File: src/rtl/mat_sparvec_mul_acc.sv
// mat_sparvec_mul_acc: GF(2^8) matrix x sparse-vector multiply with optional
// accumulation into an internal result store (x^8+x^4+x^3+x+1).
//
// Ports:
//   i_clk, i_rst         clock, asynchronous active-low reset
//   i_start, i_accum     start pulse; accum=1 adds onto stored result
//   o_vec_addr, i_vec    sparse entry index / {position, value} (1-cycle read)
//   o_mat_addr, i_mat    column-major matrix word address / data (1-cycle read)
//   i_res_en, i_res_addr result readback request (ignored while busy)
//   o_res                readback data, valid the cycle after the request
//   o_busy, o_done       run in progress / one-cycle completion pulse
//   o_err                sticky: an entry position was out of range
//
// Build option: MAT_SPARVEC_SKIP_ZERO_EN skips the column pass for entries
// whose value is 0x00.
module mat_sparvec_mul_acc #(
    parameter int unsigned MAT_ROW_SIZE_BYTES = 8,
    parameter int unsigned MAT_COL_SIZE_BYTES = 8,
    parameter int unsigned VEC_WEIGHT         = 3,
    parameter int unsigned N_GF               = 8,
    localparam int unsigned PROC_SIZE = N_GF * 8,
    localparam int unsigned W         = (MAT_ROW_SIZE_BYTES + N_GF - 1) / N_GF,
    localparam int unsigned VA_W      = (VEC_WEIGHT > 1) ? $clog2(VEC_WEIGHT) : 1,
    localparam int unsigned POS_W     = (MAT_COL_SIZE_BYTES > 1) ? $clog2(MAT_COL_SIZE_BYTES) : 1,
    localparam int unsigned VEC_W     = POS_W + 8,
    localparam int unsigned MA_W      = (MAT_COL_SIZE_BYTES * W > 1) ? $clog2(MAT_COL_SIZE_BYTES * W) : 1,
    localparam int unsigned RA_W      = (W > 1) ? $clog2(W) : 1
) (
    input  logic                 i_clk,
    input  logic                 i_rst,
    input  logic                 i_start,
    input  logic                 i_accum,
    output logic [VA_W-1:0]      o_vec_addr,
    input  logic [VEC_W-1:0]     i_vec,
    output logic [MA_W-1:0]      o_mat_addr,
    input  logic [PROC_SIZE-1:0] i_mat,
    input  logic                 i_res_en,
    input  logic [RA_W-1:0]      i_res_addr,
    output logic [PROC_SIZE-1:0] o_res,
    output logic                 o_busy,
    output logic                 o_done,
    output logic                 o_err
);

    // Counter covers both the per-column word index and the 2-cycle drain.
    localparam int unsigned CNT_W = RA_W;

    typedef enum logic [2:0] {
        IDLE, CLEAR, VEC_REQ, VEC_WAIT, COL, DRAIN, DONE
    } state_t;

    state_t               state, state_n;
    logic [VA_W-1:0]      k, k_n;
    logic [CNT_W-1:0]     cnt, cnt_n;
    logic [7:0]           ent_val, ent_val_n;
    logic                 ent_ok, ent_ok_n;
    logic                 acc_en, acc_en_n;
    logic [CNT_W-1:0]     acc_idx, acc_idx_n;
    logic [VA_W-1:0]      vec_addr_n;
    logic [MA_W-1:0]      mat_addr_n;
    logic                 err_n;
    logic                 clr_en_c;
    logic [POS_W-1:0]     pos_c;
    logic [7:0]           val_c;
    logic                 pos_ok_c;
    logic [PROC_SIZE-1:0] prod_c;
    logic [PROC_SIZE-1:0] rd_c;
    logic [PROC_SIZE-1:0] res_q [W];

    function automatic logic [7:0] gf_mul(input logic [7:0] a, input logic [7:0] b);
        logic [7:0] p;
        logic [7:0] x;
        p = '0;
        x = a;
        for (int i = 0; i < 8; i++) begin
            if (b[i]) p = p ^ x;
            x = x[7] ? ({x[6:0], 1'b0} ^ 8'h1B) : {x[6:0], 1'b0};
        end
        return p;
    endfunction

    assign pos_c    = i_vec[VEC_W-1:8];
    assign val_c    = i_vec[7:0];
    assign pos_ok_c = (32'(pos_c) < MAT_COL_SIZE_BYTES);

    // State register and registered outputs
    always_ff @(posedge i_clk or negedge i_rst) begin
        if (!i_rst) begin
            state      <= IDLE;
            k          <= '0;
            cnt        <= '0;
            ent_val    <= '0;
            ent_ok     <= 1'b0;
            acc_en     <= 1'b0;
            acc_idx    <= '0;
            o_vec_addr <= '0;
            o_mat_addr <= '0;
            o_busy     <= 1'b0;
            o_done     <= 1'b0;
            o_err      <= 1'b0;
            o_res      <= '0;
        end else begin
            state      <= state_n;
            k          <= k_n;
            cnt        <= cnt_n;
            ent_val    <= ent_val_n;
            ent_ok     <= ent_ok_n;
            acc_en     <= acc_en_n;
            acc_idx    <= acc_idx_n;
            o_vec_addr <= vec_addr_n;
            o_mat_addr <= mat_addr_n;
            o_busy     <= (state_n != IDLE);
            o_done     <= (state_n == DONE);
            o_err      <= err_n;
            if (!o_busy && i_res_en) o_res <= rd_c;
        end
    end

    // Next-state and control decode
    always_comb begin
        state_n    = state;
        k_n        = k;
        cnt_n      = cnt;
        ent_val_n  = ent_val;
        ent_ok_n   = ent_ok;
        acc_en_n   = 1'b0;
        acc_idx_n  = acc_idx;
        vec_addr_n = o_vec_addr;
        mat_addr_n = o_mat_addr;
        err_n      = o_err;
        clr_en_c   = 1'b0;

        case (state)
            IDLE: begin
                if (i_start) begin
                    err_n      = 1'b0;
                    k_n        = '0;
                    cnt_n      = '0;
                    vec_addr_n = '0;
                    state_n    = i_accum ? VEC_REQ : CLEAR;
                end
            end
            CLEAR: begin
                clr_en_c = 1'b1;
                if (32'(cnt) == W - 1) begin
                    cnt_n   = '0;
                    state_n = VEC_REQ;
                end else begin
                    cnt_n = cnt + CNT_W'(1);
                end
            end
            VEC_REQ: begin
                state_n = VEC_WAIT;
            end
            VEC_WAIT: begin
                // Out-of-range entries still walk the column but never write.
                ent_val_n  = val_c;
                ent_ok_n   = pos_ok_c;
                if (!pos_ok_c) err_n = 1'b1;
                mat_addr_n = pos_ok_c ? MA_W'(32'(pos_c) * W) : '0;
                cnt_n      = '0;
                state_n    = COL;
`ifdef MAT_SPARVEC_SKIP_ZERO_EN
                if (val_c == 8'h00) begin
                    if (32'(k) == VEC_WEIGHT - 1) begin
                        state_n = DRAIN;
                    end else begin
                        k_n        = k + VA_W'(1);
                        vec_addr_n = k + VA_W'(1);
                        state_n    = VEC_REQ;
                    end
                end
`endif
            end
            COL: begin
                // Word issued now is accumulated one cycle later.
                acc_en_n  = ent_ok;
                acc_idx_n = cnt;
                if (32'(cnt) == W - 1) begin
                    cnt_n = '0;
                    if (32'(k) == VEC_WEIGHT - 1) begin
                        state_n = DRAIN;
                    end else begin
                        k_n        = k + VA_W'(1);
                        vec_addr_n = k + VA_W'(1);
                        state_n    = VEC_REQ;
                    end
                end else begin
                    cnt_n      = cnt + CNT_W'(1);
                    mat_addr_n = o_mat_addr + MA_W'(1);
                end
            end
            DRAIN: begin
                if (cnt == CNT_W'(1)) begin
                    cnt_n   = '0;
                    state_n = DONE;
                end else begin
                    cnt_n = cnt + CNT_W'(1);
                end
            end
            DONE: begin
                state_n = IDLE;
            end
            default: begin
                state_n = IDLE;
            end
        endcase
    end

    // Per-byte GF products; padding rows beyond the matrix height contribute 0.
    always_comb begin
        prod_c = '0;
        for (int unsigned j = 0; j < N_GF; j++) begin
            if (32'(acc_idx) * N_GF + j < MAT_ROW_SIZE_BYTES) begin
                prod_c[j*8 +: 8] = gf_mul(i_mat[j*8 +: 8], ent_val);
            end
        end
    end

    // Readback mux
    always_comb begin
        rd_c = '0;
        for (int unsigned w = 0; w < W; w++) begin
            if (32'(i_res_addr) == w) rd_c = res_q[w];
        end
    end

    // Result store: clear or read-modify-write, no reset (contents undefined).
    always_ff @(posedge i_clk) begin
        for (int unsigned w = 0; w < W; w++) begin
            if (clr_en_c && 32'(cnt) == w) begin
                res_q[w] <= '0;
            end else if (acc_en && 32'(acc_idx) == w) begin
                res_q[w] <= res_q[w] ^ prod_c;
            end
        end
    end

endmodule

File: config.mk
export PLATFORM = sky130hd
export DESIGN_NAME = mat_sparvec_mul_acc
export DESIGN_NICKNAME = d
export VERILOG_FILES = /design/src/rtl/mat_sparvec_mul_acc.sv
export SDC_FILE = /design/constraint.sdc
export NUM_CORES = 1
export LEC_CHECK = 0
export ABC_AREA = 0
export ABC_CLOCK_PERIOD_IN_PS = 6100
export CORE_MARGIN = 4
export CORE_UTILIZATION = 60
export DETAILED_ROUTE_END_ITERATION = 6
export MAX_ROUTING_LAYER = met4
export PLACE_DENSITY = 0.83
export SYNTH_ARGS = -nofsm -noshare
export SYNTH_HDL_FRONTEND = slang
export SYNTH_SLANG_ARGS = --single-unit
File: constraint.sdc
create_clock -name i_clk -period 6.1 [get_ports i_clk]
set_input_delay 1.22 -clock i_clk [delete_from_list [all_inputs] [get_ports i_clk]]
set_output_delay 1.22 -clock i_clk [all_outputs]
set_load 0.03 [all_outputs]
Word-level counts from Yosys, hierarchy flattened

Memories as Yosys holds them, arrays and structs flattened.
Index checks and enable logic that the tools add are counted.

Register bits after elaboration: 86
Bits in latches: 0
Bits in writable memories: 64
Bits in read-only memories: 0
Input bits: 81
Output and inout port bits: 72
Logic and storage cells: 381
Memories kept: 1

Memories:

| memory | depth | bits a word | rd ports | clocked after Yosys merged registers in | wr ports | line | text |
|---|---|---|---|---|---|---|---|
| res_q  | 1     | 64          | 1        | 0                                       | 1        | 68   | `logic [PROC_SIZE-1:0] res_q [W];` |

Add/sub/neg operators: 10
$mul: 0
Div/mod/pow operators: 0
Magnitude comparators: 8
Equal/unequal tests: 11
Shifts and indexed selects: 0
Multiplexer cells: 211
Bitwise logic cells: 115
Reduce and logical (&&, ||, !) cells: 14

Operators by type and width:

| operator            | count |
|---|---|
| $mux 8              | 128 |
| $xor 8x8->8         | 56 |
| $mux 5              | 56 |
| $not 4->4           | 56 |
| $mux 64             | 2 |
| $reduce_or 64->1    | 1 |
| $xor 64x64->64      | 1 |
| $lt 5x4->1 const B  | 7 |
| $add 4x3->5 const B | 4 |
| $mux 3              | 6 |
| $pmux 3 s6          | 1 |
| $mux 1              | 11 |
| $add 4x2->5 const B | 2 |
| $eq 3x3->1 const B  | 3 |
| $mux 2              | 4 |
| $ne 2x2->1 const B  | 4 |
| $eq 3x2->1 const B  | 2 |
| $pmux 3 s2          | 1 |
| $add 4x1->5 const B | 1 |
| $lt 4x4->1 const B  | 1 |
| $pmux 1 s4          | 1 |
| $pmux 2 s2          | 1 |
| $reduce_and 2->1    | 2 |
| $reduce_and 4->1    | 1 |
| other kinds (13)    | 17 |

Depth between registers and ports, before layout

Gate-level depths: netlist (run 1).

Depth in word-level cells: 26
Mapped depth: 10

Worst setup path after synthesis (run 1)

No wires, ideal clock.

Path kind: register -> register
Start: register acc_idx
End: memory res_q[0][0] in the netlist's numbering, enable pin
Library setup time: 0.574 ns
Arrival time: 4.888 ns
Data required time: 5.526 ns
Path slack: 0.638 ns
Stages on the path, launching flop included: 2
Buffers on the path: 0
Clock period less this slack: 5.462 ns
Path through: dfrtp_1 -> o21ai_0

Word-level cells in the longest chain between the ends: 7

Ends and longest elaborated chain:

| element                           | line | text |
|---|---|---|
| from (decl)                       | 58   | `logic [CNT_W-1:0] acc_idx, acc_idx_n;` |
| from (signal assigned)            | 109  | `acc_idx <= acc_idx_n;` |
| $not 1->1 (*)                     | 233  | `end else if (acc_en && 32'(acc_idx) == w) begin` |
| $logic_and 1x1->1 (*)             | 233  |  |
| $mux 1 (*)                        | 233  |  |
| $mux 1 (*)                        | 231  | `if (clr_en_c && 32'(cnt) == w) begin` |
| $mux 1 (implied by the code) (*)  | 234  | `res_q[w] <= res_q[w] ^ prod_c;` |
| $reduce_or 64->1 (no source line) | n/a  |  |
| $mux 1 (no source line) (*)       | n/a  |  |
| to (decl)                         | 68   |  |

Every way passes the cells marked *; elsewhere a longest branch is shown, timed or not.

Worst setup path in the final report (run 1)

Start: input port i_mat[14]
End: memory res_q[0][9] in the netlist's numbering, data pin

Word-level cells in the longest chain between the ends: 21

Ends and longest elaborated chain:

| element                      | line | text |
|---|---|---|
| from (decl)                  | 36   | `input logic [PROC_SIZE-1:0] i_mat,` |
| $mux 5 (*)                   | 77   | `x = x[7] ? ({x[6:0], 1'b0} ^ 8'h1B) : {x[6:0], 1'b0};` |
| $xor 8x8->8                  | 76   | `if (b[i]) p = p ^ x;` |
| $mux 8                       | 76   |  |
| $mux 8                       | 214  | `if (32'(acc_idx) * N_GF + j < MAT_ROW_SIZE_BYTES) begin` |
| $xor 8x8->8                  | 76   |  |
| $mux 8                       | 76   |  |
| $mux 8                       | 214  |  |
| $xor 8x8->8                  | 76   |  |
| (+5 left out)                | n/a  |  |
| $xor 8x8->8                  | 76   |  |
| $mux 8                       | 76   |  |
| $mux 8                       | 214  |  |
| $xor 8x8->8                  | 76   |  |
| $mux 8 (*)                   | 76   |  |
| $mux 8 (*)                   | 214  |  |
| $xor 64x64->64 (*)           | 234  |  |
| $mux 64 (no source line) (*) | n/a  |  |

Every way passes the cells marked *; elsewhere a longest branch is shown, timed or not. The select of a mux whose other input is x is not followed.

==> impl_metrics.tcl, run 1 <==
set metrics [dict create \
    drtIter0Drc 1247 \
    post-route-period-util 0.582 \
    clk_latency_ns 0.45 \
    wirelength_um 42800 \
    critical_path_class "primary input to flop" \
    status "finished, final reports clean" \
    clock_skew_ns 0.0201 \
    tightest_slew_ns 1.21 \
    synth_warnings 0 \
    vias 13100 \
    p_sw_w 0.00486 \
    fin_util 0.683 \
    cts_resized 0 \
    cts_num_sinks 150 \
    fmax_mhz 282 \
    hold_buffers 0 \
    final_area_um2 18600 \
    ys_seq_elements 150 \
    chipWidth_um 175 \
    cp_max_fo 13 \
    vias_per_cell 5.80 \
    hp-class "flop to flop" \
    drv_cap 0 \
    avgSynthCellArea_um2 9.01 \
    die-area_um2 30600 \
    grt_max_degree 81 \
    p_leak_nw 7.98 \
    core_area_um2 27200 \
    power_w 0.0111 \
    finalSetupTns_ns 0 \
    rsz0062_at_grt "false" \
    async_flop_share 0.573 \
    clk_pin_slew_ns 0.08 \
    die_h_um 175 \
    rows 60 \
    area_growth_pct 11.2 \
    power.internal_w 0.00627 \
    place_area_um2 18000 \
    synth-edff-count 64 \
    sw_frac_of_total 0.437 \
    required_ns 6.27 \
    slew_violations 0 \
    pwr-share-comb 0.717 \
    wire_per_inst_um 18.9 \
    overflow 0 \
    min_period_ns 3.55 \
    cts_tree "yes" \
    drc_errors 0 \
    holdWs_ns 0.466 \
    final_nets 1956 \
    root_buffer "clkbuf_16" \
    syn_area_um2 16700 \
    io_pins 153 \
    drtAntennaViolNets 0 \
    grt.total_usage 0.285 \
    grt_pass1_wl_um 69000 \
    end_kind "flop" \
    hpwl_um 27500 \
    drive_above_1_share 0.0498 \
    gp_congestion 0.890 \
    final_cell_mix "nand2_1 (453), xnor2_1 (342), clkdlybuf4s50_1 (149)" \
    cp.arrival_ns 3.72 \
    startpoint_type "primary input" \
    htreeDepth 4 \
    vdd_drop_max_mv 0.373 \
    drt-pass1-iter-count 7 \
    setup_viol_count_final 0 \
    finalHoldViolCount 0 \
    seqPwrFrac 0.183 \
    ys_seq_area_frac 0.244 \
    synth_top_flop_cell "dfrtp_1" \
    grt_pass1_vias 13494 \
    clk_path_buf_depth 2 \
    syn_nets 1937 \
    cts_setup_buffers 0 \
    final_common_cell "nand2_1" \
    io_buffers 151 \
    numCtsBuffers 17 \
    power.density_nw_per_um2 600 \
    syn_inst 1854 \
    slew_headroom 0.194 \
    pwr-share-clk 0.100 \
    yosysUniqueCellTypes 50 \
    initial_utilization 0.614 \
    antenna_found_initial 2 \
]
metrics by stage:
step                setup slack (ns)  instances
floorplan                      0.638       1854
global placement                2.23       2226
detailed placement              2.13       2226
CTS                             2.59       2258
global route                    2.46       2260
finish                          2.55       2260
sequential cells by signal, summed over array words and instances (netlist names):
signal / cells
o_busy: 1
cnt: 1
o_res: 64
state: 3
ent_ok: 1
acc_en: 1
o_done: 1
o_mat_addr: 3
ent_val: 8
acc_idx: 1
res_q: 64
k: 2
worst max-delay path, stage by stage:
cell	delay [ns]
clkdlybuf4s50_1	0.83
xnor2_1	0.46
mux2i_1	0.12
a22oi_1	0.23
xnor3_1	0.36
xnor3_1	0.36
nor2b_1	0.14
per-layer routing:
layer	share of wire	GRT usage	vias to the layer above
li1	-	-	6002
met1	0.40	0.355	6378
met2	0.49	0.480	632
met3	0.084	0.0463	88
met4	0.026	0.0913	0
met5	0	-	-
power groups by stage:
stage	Combinational, W	Clock [W]	Sequential, W
after floorplan	0.00618	0	0.00225
after global placement	0.00767	0	0.00202
after detailed placement	0.00790	0	0.00204
after CTS	0.00797	0.00113	0.00202
after global routing	0.00856	0.00116	0.00209
final	0.00798	0.00112	0.00203
cells by family (layout without fill, tap and decap cells):
logic type      after synthesis  in the layout  synth area share
other cells                   1              3          0.000225
compound gates              177            177            0.0641
buf+inv                     177            209            0.0528
simple gates                676            676             0.172
xor+xnor                    610            610             0.427
flops                       150            150             0.244
fa+ha+maj                     2              2           0.00150
mux                          61             61            0.0381
Yosys cell counts, types with 13 or more instances:
cell type  count  share of area
buf_2         75          0.022
inv_1         13         0.0029
edfxtp_1      64           0.12
dfrtp_1       86           0.13
xnor3_1       77           0.10
clkbuf_1      59          0.013
buf_4         19         0.0085
a22oi_1       43          0.019
mux2i_1       40          0.024
nor2_1        88          0.020
nand2_1      453           0.10
xor3_1        39          0.056
o21ai_0       91          0.027
xnor2_1      342           0.18
xor2_1       142          0.074
a21oi_1       19         0.0057
nor2b_1       16         0.0060
mux2_2        21          0.014
nand2b_1      87          0.033
final timing paths:
| check | startpoint | endpoint | slack, ns | cells after the start |
|---|---|---|---|---|
| max | i_mat[14] | res_q[0][9] | 2.55 | 7 |
| min | ent_ok | ent_ok | 0.47 | 1 |
| max reg2reg | ent_val[3] | res_q[0][9] | 2.70 | 5 |
| min reg2reg | ent_ok | ent_ok | 0.47 | 1 |
| max in group asynchronous | i_rst | ent_val[1] | 4.25 | 2 |
| min in group asynchronous | i_rst | o_res[16] | 0.73 | 1 |
cell type report:
class,count,area (µm²)
well taps,372,465
repair buffers,164,1600
inverters,13,48.8
multi-input cells,1527,11800
fillers,2113,8610
clock buffers,17,425
clock inverters,15,174
flip-flops and latches,150,4080
diodes,2,5.00
Power figures use the tool's default switching activity.
==> run 2, diff against run 1 <==
Settings changed: ABC_CLOCK_PERIOD_IN_PS 6100 to 3500.
Clock period 6.1 ns to 3.5 ns, I/O delays scaled along.
==> run 2 against run 1 <==
  * Setup slack got worse by 2.0 ns
  * Hold slack got worse by 0.24 ns
  * Sequential share of layout area decreased by 0.57 points
  * Routed wire length increased by 2.4%
  * Count of clock-buffer cells in the layout unchanged
  * Largest cell class unchanged
  * Largest power group unchanged
  * Highest routed layer unchanged
==> impl_metrics.tcl, run 2 (synthesized netlist as in run 1, its figures left out) <==
set metrics [dict create \
    io_buffers 151 \
    rows 60 \
    vdd_drop_max_mv 0.731 \
    numCtsBuffers 17 \
    vias 13273 \
    finalSetupTns_ns 0 \
    dp.cells 2280 \
    clk_pin_slew_ns 0.08 \
    cts_num_sinks 150 \
    hold_buffers 0 \
    vias_per_cell 5.74 \
    worstPathCellList "clkdlybuf4s50_1 -> nand2_1 -> xnor2_1 -> xnor3_1 -> xnor3_1 -> xnor2_1 -> nor2_1" \
    wire_per_inst_um 18.9 \
    fmax_mhz 337 \
    clk_latency_ns 0.45 \
    area_growth_pct 14.2 \
    final_nets 2010 \
    hpwl_um 29700 \
    grt.total_usage 0.293 \
    critical_path_class "primary input to flop" \
    finalHoldViolCount 0 \
    end_kind "flop" \
    gp_congestion 0.939 \
    cts_setup_buffers 0 \
    post-route-period-util 0.848 \
    min_period_ns 2.97 \
    initial_utilization 0.614 \
    status "finished, final reports clean" \
    p_leak_nw 8.27 \
    setup_viol_count_final 0 \
    slew_violations 0 \
    wirelength_um 43800 \
    required_ns 3.67 \
    cp_max_fo 10 \
    slew_headroom 0.274 \
    die-area_um2 30600 \
    io_pins 153 \
    drtIter0Drc 1315 \
    clock_skew_ns 0.0144 \
    cts_tree "yes" \
    slowest_delay_ns 0.89 \
    post-place-ws_ns 0.265 \
    power.density_nw_per_um2 1030 \
    path_delay_family "XOR/XNOR gates" \
    htreeDepth 4 \
    root_buffer "clkbuf_16" \
    final_common_cell "nand2_1" \
    final_cell_mix "nand2_1 (453), xnor2_1 (342), clkdlybuf4s50_1 (149)" \
    startpoint_type "primary input" \
    drv_cap 0 \
    worst_slack_ns 0.531 \
    grt_pass1_wl_um 70800 \
    die_h_um 175 \
    grt_pass1_vias 13619 \
    clk_path_buf_depth 2 \
    drive_above_1_share 0.0763 \
    antenna_found_initial 1 \
    reg.largest.list "o_res: 64 flops, res_q: 64 flops, ent_val: 8 flops" \
    overflow 0 \
    drt-pass1-iter-count 7 \
    rsz0062_at_grt "false" \
    cpMaxStageDelayCell "clkdlybuf4s50_1" \
    stdcell_count 2313 \
    cts_resized 0 \
    path_buf_inv 1 \
    chipWidth_um 175 \
    hp-class "primary input to asynchronous set/reset pin" \
    drtAntennaViolNets 0 \
    drc_errors 0 \
    cp.arrival_ns 3.14 \
    grt_max_degree 83 \
    tightest_slew_ns 1.09 \
    core_area_um2 27200 \
]
-- run 2: cell count changes in the layout (fill, tap and decap cells not counted) --
| cell | change |
|---|---|
| buf_12 | +6 |
| buf_4 | +48 |
| clkinv_4 | -2 |
| clkinv_8 | +1 |
| diode_2 | -1 |
| inv_12 | +2 |
| inv_8 | -1 |
-- run 2: final timing paths --
path                       startpoint           end  slack [ns]  cells after the start
setup / recovery            i_mat[13]  res_q[0][14]        0.53                      7
hold / removal                  i_rst     o_res[16]        0.23                      1
setup reg to reg           ent_val[6]  res_q[0][36]        0.78                      6
hold reg to reg                ent_ok        ent_ok        0.47                      1
max in group asynchronous       i_rst    ent_val[7]        2.59                      2
min in group i_clk             ent_ok        ent_ok        0.47                      1
-- run 2: metal layers --
metal,routed length [µm],track usage
met1,17200,0.363
met2,21900,0.496
met3,3630,0.0409
met4,1070,0.0992
met5,0,-
-- run 2: final cells by class --
type | instances | area (µm²)
antenna | 1 | 2.50
clock inverter | 15 | 194
fill | 2076 | 8110
sequential | 150 | 4080
multi-input combinational | 1527 | 11800
tap | 372 | 465
inverter | 13 | 48.8
timing repair buffer | 218 | 2080
clock buffer | 17 | 425
-- run 2: through the flow --
stage | hold slack, ns | area [µm²] | utilization | total power (W)
floorplan | 0.404 | 16700 | - | 0.0146
finish | 0.229 | 19100 | 0.701 | 0.0197
global placement | 0.446 | 18400 | 0.679 | 0.0171
CTS | 0.245 | 19100 | 0.701 | 0.0197
global route | 0.275 | 19100 | 0.701 | 0.0209
detailed placement | 0.450 | 18400 | 0.679 | 0.0176
-- run 2: power by group --
part	total, W	switching (W)	internal (W)
clock network	0.00198	0.000992	0.000986
registers	0.00370	0.000940	0.00276
logic	0.0140	0.00665	0.00737
